### src/rtl/uart_pkg.sv
// Shared UART definitions used by the TX serializer and the RX parity checker.
//   tx_state_e : serializer states, one state per bit time
//   PAR_EVEN / PAR_ODD : encoding of the PAR_TYP select
//   frame_len  : number of Busy cycles per frame for a given width/parity
package uart_pkg;

    typedef enum logic [2:0] {
        IDLE,
        START,
        DATA,
        PARITY,
        STOP
    } tx_state_e;

    localparam logic PAR_EVEN = 1'b0;
    localparam logic PAR_ODD  = 1'b1;

    // Start bit + payload + optional parity + stop bit.
    function automatic int frame_len(input int data_width, input logic par_en);
        return data_width + 2 + (par_en ? 1 : 0);
    endfunction

endpackage

### src/rtl/uart_parity_calc.sv
// Combinational parity generator shared by the TX and RX paths.
//   data_i     : payload bits
//   par_typ_i  : PAR_EVEN or PAR_ODD
//   par_bit_o  : bit that makes payload+parity even (PAR_EVEN) or odd (PAR_ODD)
module uart_parity_calc
    import uart_pkg::*;
#(
    parameter int Data_Width = 8
) (
    input  logic [Data_Width-1:0] data_i,
    input  logic                  par_typ_i,
    output logic                  par_bit_o
);

    always_comb begin
        par_bit_o = (par_typ_i == PAR_EVEN) ? (^data_i) : ~(^data_i);
    end

endmodule

### src/rtl/uart_tx_serializer.sv
// UART transmit serializer: pops one byte from the TX FIFO and sends
// start, data (LSB first), optional parity and stop bits. CLK is the baud
// clock, so every CLK cycle is one bit time.
//   CLK, RST   : baud clock, asynchronous active-high reset
//   P_DATA     : FIFO read data, valid while Data_Valid=1
//   Data_Valid : FIFO not empty
//   PAR_EN     : insert parity bit
//   PAR_TYP    : 0 even, 1 odd parity
//   RD_INC     : FIFO pop strobe (combinational, one cycle per accepted byte)
//   TX_OUT     : serial line, idle high (registered)
//   Busy       : high while a frame is on the line (registered)
module uart_tx_serializer
    import uart_pkg::*;
#(
    parameter int Data_Width = 8
) (
    input  logic                  CLK,
    input  logic                  RST,
    input  logic [Data_Width-1:0] P_DATA,
    input  logic                  Data_Valid,
    input  logic                  PAR_EN,
    input  logic                  PAR_TYP,
    output logic                  RD_INC,
    output logic                  TX_OUT,
    output logic                  Busy
);

    localparam int              CNT_W   = (Data_Width > 1) ? $clog2(Data_Width) : 1;
    localparam logic [CNT_W-1:0] CNT_MAX = CNT_W'(Data_Width - 1);

    tx_state_e             state_q, state_d;
    logic [CNT_W-1:0]      cnt_q, cnt_d;
    logic [Data_Width-1:0] data_q, data_d;
    logic                  par_en_q, par_en_d;
    logic                  par_typ_q, par_typ_d;
    logic                  tx_q, tx_d;
    logic                  busy_q, busy_d;
    logic                  par_bit;

    uart_parity_calc #(
        .Data_Width (Data_Width)
    ) u_parity (
        .data_i    (data_q),
        .par_typ_i (par_typ_q),
        .par_bit_o (par_bit)
    );

    // Pop happens on the same edge the byte is latched; masked in reset so
    // the FIFO never loses a byte while the serializer is held.
    assign RD_INC = (state_q == IDLE) & Data_Valid & ~RST;
    assign TX_OUT = tx_q;
    assign Busy   = busy_q;

    // TX_OUT/Busy are registered from the *next* state so the line level
    // changes on the same edge as the state it belongs to.
    always_comb begin
        state_d   = state_q;
        cnt_d     = cnt_q;
        data_d    = data_q;
        par_en_d  = par_en_q;
        par_typ_d = par_typ_q;
        tx_d      = 1'b1;
        busy_d    = 1'b1;

        case (state_q)
            IDLE: begin
                if (Data_Valid) begin
                    state_d   = START;
                    data_d    = P_DATA;
                    par_en_d  = PAR_EN;
                    par_typ_d = PAR_TYP;
                    tx_d      = 1'b0;
                end else begin
                    busy_d    = 1'b0;
                end
            end
            START: begin
                state_d = DATA;
                cnt_d   = '0;
                tx_d    = data_q[0];
            end
            DATA: begin
                if (cnt_q == CNT_MAX) begin
                    if (par_en_q) begin
                        state_d = PARITY;
                        tx_d    = par_bit;
                    end else begin
                        state_d = STOP;
                    end
                end else begin
                    cnt_d = cnt_q + 1'b1;
                    tx_d  = data_q[cnt_d];
                end
            end
            PARITY: begin
                state_d = STOP;
            end
            STOP: begin
                // Always pass through IDLE so Busy drops between frames.
                state_d = IDLE;
                busy_d  = 1'b0;
            end
            default: begin
                state_d = IDLE;
                busy_d  = 1'b0;
            end
        endcase
    end

    always_ff @(posedge CLK or posedge RST) begin
        if (RST) begin
            state_q   <= IDLE;
            cnt_q     <= '0;
            data_q    <= '0;
            par_en_q  <= 1'b0;
            par_typ_q <= 1'b0;
            tx_q      <= 1'b1;
            busy_q    <= 1'b0;
        end else begin
            state_q   <= state_d;
            cnt_q     <= cnt_d;
            data_q    <= data_d;
            par_en_q  <= par_en_d;
            par_typ_q <= par_typ_d;
            tx_q      <= tx_d;
            busy_q    <= busy_d;
        end
    end

endmodule

### config.mk
export PLATFORM = sky130hd
export DESIGN_NAME = uart_tx_serializer
export DESIGN_NICKNAME = d
export VERILOG_FILES = /design/src/rtl/uart_pkg.sv /design/src/rtl/uart_parity_calc.sv /design/src/rtl/uart_tx_serializer.sv
export SDC_FILE = /design/constraint.sdc
export NUM_CORES = 1
export LEC_CHECK = 0
export CORE_AREA = 8 8 54 56
export DETAILED_ROUTE_END_ITERATION = 16
export DIE_AREA = 0 0 62 64
export PLACE_DENSITY = 0.7
export SETUP_SLACK_MARGIN = 0.3
export SLEW_MARGIN = 20
export SYNTH_ARGS = -nofsm -noshare
export SYNTH_HDL_FRONTEND = slang
export SYNTH_SLANG_ARGS = --single-unit
### constraint.sdc
create_clock -name CLK -period 1.7 [get_ports CLK]
set_input_delay 0.34 -clock CLK [delete_from_list [all_inputs] [get_ports CLK]]
set_output_delay 0.34 -clock CLK [all_outputs]
set_load 0.02 [all_outputs]
==> results of run 1 <==
[cell usage in the layout, fill, tap and decap left out, drive strengths merged, types with 2 or more instances in the layout]
master | Yosys | layout
a22o | 5 | 5
buf | 3 | 16
clkbuf | 1 | 4
clkdlybuf4s50 | 0 | 10
dfrtp | 17 | 17
dlygate4sd2 | 0 | 2
ha | 2 | 2
mux2 | 10 | 10
mux2i | 5 | 5
nand2 | 2 | 2
nor2 | 3 | 3
nor2b | 2 | 2
nor3 | 3 | 3
o21ai | 2 | 2
xnor2 | 4 | 4
xor2 | 2 | 2
[worst min-delay path by stage]
stage                                      from                      to  depth (start not counted)
after floorplan                             RST          Busy$_DFF_PP0_                          1
after global placement    par_typ_q$_DFFE_PP0P_   par_typ_q$_DFFE_PP0P_                          1
after detailed placement  par_typ_q$_DFFE_PP0P_   par_typ_q$_DFFE_PP0P_                          1
after CTS                                   RST  state_q[0]$_DFFE_PP0P_                          3
after global routing                        RST  state_q[0]$_DFFE_PP0P_                          3
final                                       RST  state_q[2]$_DFFE_PP0P_                          3
[power breakdown]
group	internal (mW)	switching, mW	leakage, nW
sequential	0.641	0.156	0.217
clock	0.130	0.134	0.0210
combinational	0.988	0.620	0.356
[layer usage]
metal,up-vias,routed length [um]
li1,326,-
met1,340,831
met2,16,986
met3,2,86
met4,0,16
met5,-,0
[kinds of logic after synthesis]
family          count (synthesis)
flops                          18
xor+xnor                        7
buf+inv                         6
mux                            16
fa+ha+maj                       2
compound gates                 11
simple gates                   15
[synthesized netlist by cell type]
library cell  number
a21oi_1            1
a22o_1             5
a31oi_1            1
a41o_1             1
and2_1             1
and3_1             1
buf_2              2
buf_6              1
clkbuf_1           1
dfrtp_1           17
dfstp_2            1
ha_1               2
inv_1              2
mux2_2            10
mux2i_1            5
mux4_2             1
nand2_1            2
nand2b_1           1
nand3_1            1
nor2_1             3
nor2b_1            2
nor3_1             3
nor3b_1            1
o21ai_0            2
o21bai_1           1
xnor2_1            4
xnor3_1            1
xor2_1             2
[stage by stage]
step / setup TNS [ns] / worst slack [ns] / hold slack (ns)
CTS: 0 / 0.0525 / 0.440
global placement: -1.74 / -0.368 / 0.513
global route: -0.0212 / -0.0212 / 0.141
detailed placement: -2.14 / -0.405 / 0.529
floorplan: 0 / 0.124 / 0.182
finish: 0 / 0.0527 / 0.131
[area by class of cell]
type	count	area share, %
clock buffer	4	2.80
sequential	18	34.9
timing repair buffer	29	20.1
inverter	2	0.870
tap	28	2.71
multi-input combinational	51	38.6
[sequential cells by signal (all words and copies together), names as in the netlist]
signal     flops
par_typ_q      1
state_q        3
TX_OUT         1
par_en_q       1
cnt_q          3
Busy           1
data_q         8
[worst max-delay path, stage by stage, from the launching register on]
cell and delay [ns]:
dfrtp_1 0.40, ha_2 0.20, ha_4 0.27, mux4_2 0.49, nand2b_1 0.09, a41o_1 0.15
[timing repair]
action                     4_1_cts  5_1_grt
pin swaps                        3        1
cloned                           0        0
hold buffers                     0        0
setup endpoints to repair       16       13
buffers inserted                 4        2
gates resized for setup         14        7
==> results.json, run 1 <==
{
  "synth_top_area_share_pct": 45.8,
  "instances_no_fill": 132,
  "yosysTopAreaCell": "dfrtp_1",
  "synthTopCellsByArea": "dfrtp_1 (46%), mux2_2 (12%), mux2i_1 (5.4%)",
  "r2r_start": "cnt_q[0]$_DFFE_PP0P_",
  "use_met3_pct": 3.20,
  "diodes": 0,
  "cts_tree": "yes",
  "max_freq_mhz": 607,
  "seq_area_frac_synth_pct": 48.6,
  "via_count": 684,
  "finalHoldViolCount": 0,
  "grt_pass1_vias": 735,
  "ys_seq_elements": 18,
  "portBuffers": 15,
  "wire_per_inst_um": 14.5,
  "fin_area_sq_um": 1290,
  "grt_overflow": 0,
  "synth_area_per_cell_sq_um": 12.4,
  "period_share_pct": 96.9,
  "dpl-instance-area_sq_um": 1180,
  "syn_area_sq_um": 930,
  "post-route-util_pct": 61.4,
  "ios": 16,
  "dp_cells": 122,
  "maxSlewViolCount": 0,
  "synth_top_family_by_area": "multiplexers",
  "power_density_nw_per_um2": 2060,
  "power_mw": 2.67,
  "root_buffer": "clkbuf_4",
  "post-dp-hpwl_um": 1470,
  "grt_pass1_wl_um": 3500,
  "clk_latency_ns": 0.29,
  "reg2reg_to": "TX_OUT$_DFF_PP1_",
  "seq_area_sq_um": 452,
  "viasPerCell": 5.18,
  "cap_violations": 0,
  "htreeDepth": 1,
  "holdCritPathClass": "input port to async pin",
  "fin_crit_ns": 1.65,
  "power.static_leakage_nw": 0.594,
  "worstPathMaxFanout": 2,
  "syn_to_final_growth_pct": 39.2,
  "drtAntennaViolNets": 0,
  "grt.met2_usage_pct": 17.9,
  "clock-sinks": 18,
  "synthXorXnorAreaFrac_pct": 8.08,
  "cts.clk_slew.worst_paths_ns": 0.10,
  "crit_required_ns": 1.94,
  "place.gp.congestion": 0.858,
  "core_area_sq_um": 2110,
  "row_count": 17,
  "worst_pin_slew_ns": 0.242,
  "setup_violations": 0,
  "synth_compound_area_share_pct": 8.88,
  "synth_adder_area_share_pct": 2.69,
  "worst_clock_skew_ns": 0.00331,
  "die_y_um": 64,
  "grtUsageMet1_pct": 14.2,
  "clockBufferDepth": 2,
  "synth_cell_type_count": 28,
  "drc": 0,
  "track_usage_pct": 11.5,
  "synthSimpleGateAreaFrac_pct": 8.34,
  "initial_core_util_pct": 44.1,
  "ir_drop_mv": 1.27,
  "r2r_slack_ns": 0.05,
  "die_w_um": 62,
  "drive_above_1_share_pct": 39.4,
  "antenna_found_initial": 0,
  "fp.dieArea_sq_um": 3970,
  "synthMuxAreaShare_pct": 19.9,
  "path_class": "flop to flop",
  "endpoint_kind": "flop",
  "critPathArrivalTime_ns": 1.89,
  "startpoint": "cnt_q[0]$_DFFE_PP0P_",
  "grt_max_degree": 19,
  "cp-start-kind": "flop",
  "drt_iter0_markers": 11,
  "cts-buffers-inserted": 3,
  "fin_nets": 120,
  "fillers": 169,
  "endpoint": "TX_OUT$_DFF_PP1_",
  "outcome": "completed",
  "busiest_layer": "met2",
  "firstDrtPassIters": 4,
  "syn_nets": 90,
  "multi_input_area_sq_um": 499,
  "rsz0062_at_grt": "yes",
  "wirelength_um": 1920,
  "ys_warn_count": 0,
  "slew_headroom_pct": 83.7,
  "reg2reg_depth": 5,
  "syn_inst": 75
}
Power figures use the tool's default switching activity.
==> run 2: changes to the inputs <==
--- a/config.mk
+++ b/config.mk
@@ -8,9 +8,9 @@
 export CORE_AREA = 8 8 54 56
 export DETAILED_ROUTE_END_ITERATION = 16
 export DIE_AREA = 0 0 62 64
+export MAX_ROUTING_LAYER = met4
 export PLACE_DENSITY = 0.7
 export SETUP_SLACK_MARGIN = 0.3
-export SLEW_MARGIN = 20
 export SYNTH_ARGS = -nofsm -noshare
 export SYNTH_HDL_FRONTEND = slang
 export SYNTH_SLANG_ARGS = --single-unit
==> run 2 against run 1 <==
Compared with the run above: global-route usage up 0.33 points; cell area unchanged; sequential power about the same; via count unchanged; non-clock buffer count unchanged; final cell count unchanged; critical path depth unchanged; power unchanged; worst setup slack about the same; sequential share of layout area unchanged; combinational power about the same; sequential cell count unchanged; critical path type unchanged; highest routed layer unchanged.
==> results.json, run 2 (synthesis gave the netlist of run 1 again) <==
{
  "ios": 16,
  "grt_max_degree": 19,
  "via_count": 684,
  "crit_required_ns": 1.94,
  "pre_cts_ws_ns": -0.405,
  "grt_overflow": 0,
  "viasPerCell": 5.18,
  "cap_violations": 0,
  "worst_clock_skew_ns": 0.00331,
  "track_usage_pct": 11.8,
  "htreeDepth": 1,
  "cp-start-kind": "flop",
  "cts-buffers-inserted": 3,
  "path_cells": "ha_2 -> ha_4 -> mux4_2 -> nand2b_1 -> a41o_1",
  "worst_slack_ns": 0.0527,
  "r2r_start": "cnt_q[0]$_DFFE_PP0P_",
  "power_density_nw_per_um2": 2060,
  "final.setup.tns_ns": 0,
  "grt_pass1_wl_um": 3510,
  "largestRegisters": "data_q x8, cnt_q x3, state_q x3",
  "hold_buffers": 0,
  "drc": 0,
  "startpoint": "cnt_q[0]$_DFFE_PP0P_",
  "cts_tree": "yes",
  "rsz0062_at_grt": "yes",
  "critPathArrivalTime_ns": 1.89,
  "max_stage_delay_ns": 0.49,
  "reg2reg_to": "TX_OUT$_DFF_PP1_",
  "place.gp.congestion": 0.872,
  "fin_nets": 120,
  "setup_violations": 0,
  "clk_latency_ns": 0.29,
  "final_common_cell": "dfrtp_1",
  "grt_pass1_vias": 735,
  "crit_family": "multiplexers",
  "endpoint_kind": "flop",
  "fp.dieArea_sq_um": 3970,
  "post-route-util_pct": 61.4,
  "cts.clk_slew.worst_paths_ns": 0.10,
  "firstDrtPassIters": 4,
  "period_share_pct": 96.9,
  "worstPathMaxFanout": 2,
  "path_class": "flop to flop",
  "cp_num_buf_inv": 0,
  "max_freq_mhz": 607,
  "syn_to_final_growth_pct": 39.2,
  "row_count": 17,
  "worst_pin_slew_ns": 0.242,
  "slew_headroom_pct": 83.7,
  "root_buffer": "clkbuf_4",
  "wirelength_um": 1920,
  "die_w_um": 62,
  "holdCritPathClass": "input port to async pin",
  "clock-sinks": 18,
  "regMostFlops": "data_q",
  "endpoint": "TX_OUT$_DFF_PP1_",
  "clockBufferDepth": 2,
  "drt_iter0_markers": 11,
  "reg2reg_depth": 5,
  "ir_drop_mv": 1.27,
  "wire_per_inst_um": 14.5,
  "outcome": "completed",
  "initial_core_util_pct": 44.1,
  "fin_crit_ns": 1.65,
  "drtAntennaViolNets": 0,
  "post-dp-hpwl_um": 1470,
  "die_y_um": 64,
  "portBuffers": 15,
  "largest_reg_flops": 8,
  "r2r_slack_ns": 0.05,
  "maxSlewViolCount": 0,
  "diodes": 0,
  "finalHoldViolCount": 0,
  "slowest_stage": "mux4_2",
  "antenna_found_initial": 0,
  "cp.depth": 5,
  "power.static_leakage_nw": 0.594,
  "final_cell_mix": "dfrtp_1 (17), buf_4 (14), clkdlybuf4s50_1 (10)",
  "core_area_sq_um": 2110,
  "drive_above_1_share_pct": 39.4
}
-- run 2: per-layer routing --
metal | wire length, um | vias to the layer above | global-route usage [%]
li1 | - | 326 | -
met3 | 86 | 2 | 3.20
met5 | 0 | - | -
met2 | 986 | 16 | 17.9
met4 | 16 | 0 | 5.13
met1 | 831 | 340 | 14.2
-- run 2: tightest hold or removal path, delay by kind of cell --
| kind | cells | cell delay [ns] |
|---|---|---|
| buffers and inverters | 3 | 0.47 |
-- run 2: repair_timing --
item                                    in CTS  in global routing
endpoints found under the setup margin      16                 13
resized for setup                           14                  7
buffers inserted                             4                  2
pin swaps                                    3                  1
-- run 2: stage by stage --
step / power [mW] / hold WS, ns / instance area (sq um) / std cells
2_1_floorplan: 1.83 / 0.182 / 948 / 75
3_3_place_gp: 2.15 / 0.513 / 1180 / 122
3_5_place_dp: 2.24 / 0.529 / 1180 / 122
4_1_cts: 2.57 / 0.440 / 1250 / 130
5_1_grt: 2.88 / 0.141 / 1290 / 132
6_report: 2.67 / 0.131 / 1290 / 132
-- run 2: worst min-delay path by stage --
stage | startpoint | to | slack, ns | cells past startpoint
floorplan | RST | Busy$_DFF_PP0_ | 0.18 | 1
global placement | par_typ_q$_DFFE_PP0P_ | par_typ_q$_DFFE_PP0P_ | 0.51 | 1
detailed placement | par_typ_q$_DFFE_PP0P_ | par_typ_q$_DFFE_PP0P_ | 0.53 | 1
CTS | RST | state_q[0]$_DFFE_PP0P_ | 0.44 | 3
global route | RST | state_q[0]$_DFFE_PP0P_ | 0.14 | 3
finish | RST | state_q[2]$_DFFE_PP0P_ | 0.13 | 3
-- run 2: final cells by class --
class / count / area [sq um]
clock buffer: 4 / 36.3
timing repair buffer: 29 / 260
multi-input combinational: 51 / 499
tap: 28 / 35.0
sequential: 18 / 452
inverter: 2 / 11.3
fill: 169 / 812
-- run 2: report_power, final --
group	internal (mW)	total, mW	leakage [nW]	switching (mW)
clock	0.130	0.264	0.0210	0.134
combinational	0.988	1.61	0.356	0.620
sequential	0.641	0.797	0.217	0.156
==> run 3: changes to the inputs <==
--- a/config.mk
+++ b/config.mk
@@ -5,10 +5,11 @@
 export SDC_FILE = /design/constraint.sdc
 export NUM_CORES = 1
 export LEC_CHECK = 0
+export CAP_MARGIN = 20
 export CORE_AREA = 8 8 54 56
+export CTS_CLUSTER_DIAMETER = 120
 export DETAILED_ROUTE_END_ITERATION = 16
 export DIE_AREA = 0 0 62 64
-export MAX_ROUTING_LAYER = met4
 export PLACE_DENSITY = 0.7
 export SETUP_SLACK_MARGIN = 0.3
 export SYNTH_ARGS = -nofsm -noshare
==> results of run 3 <==
Same layout as run 1: the final DEF is identical, and so are final timing and power.
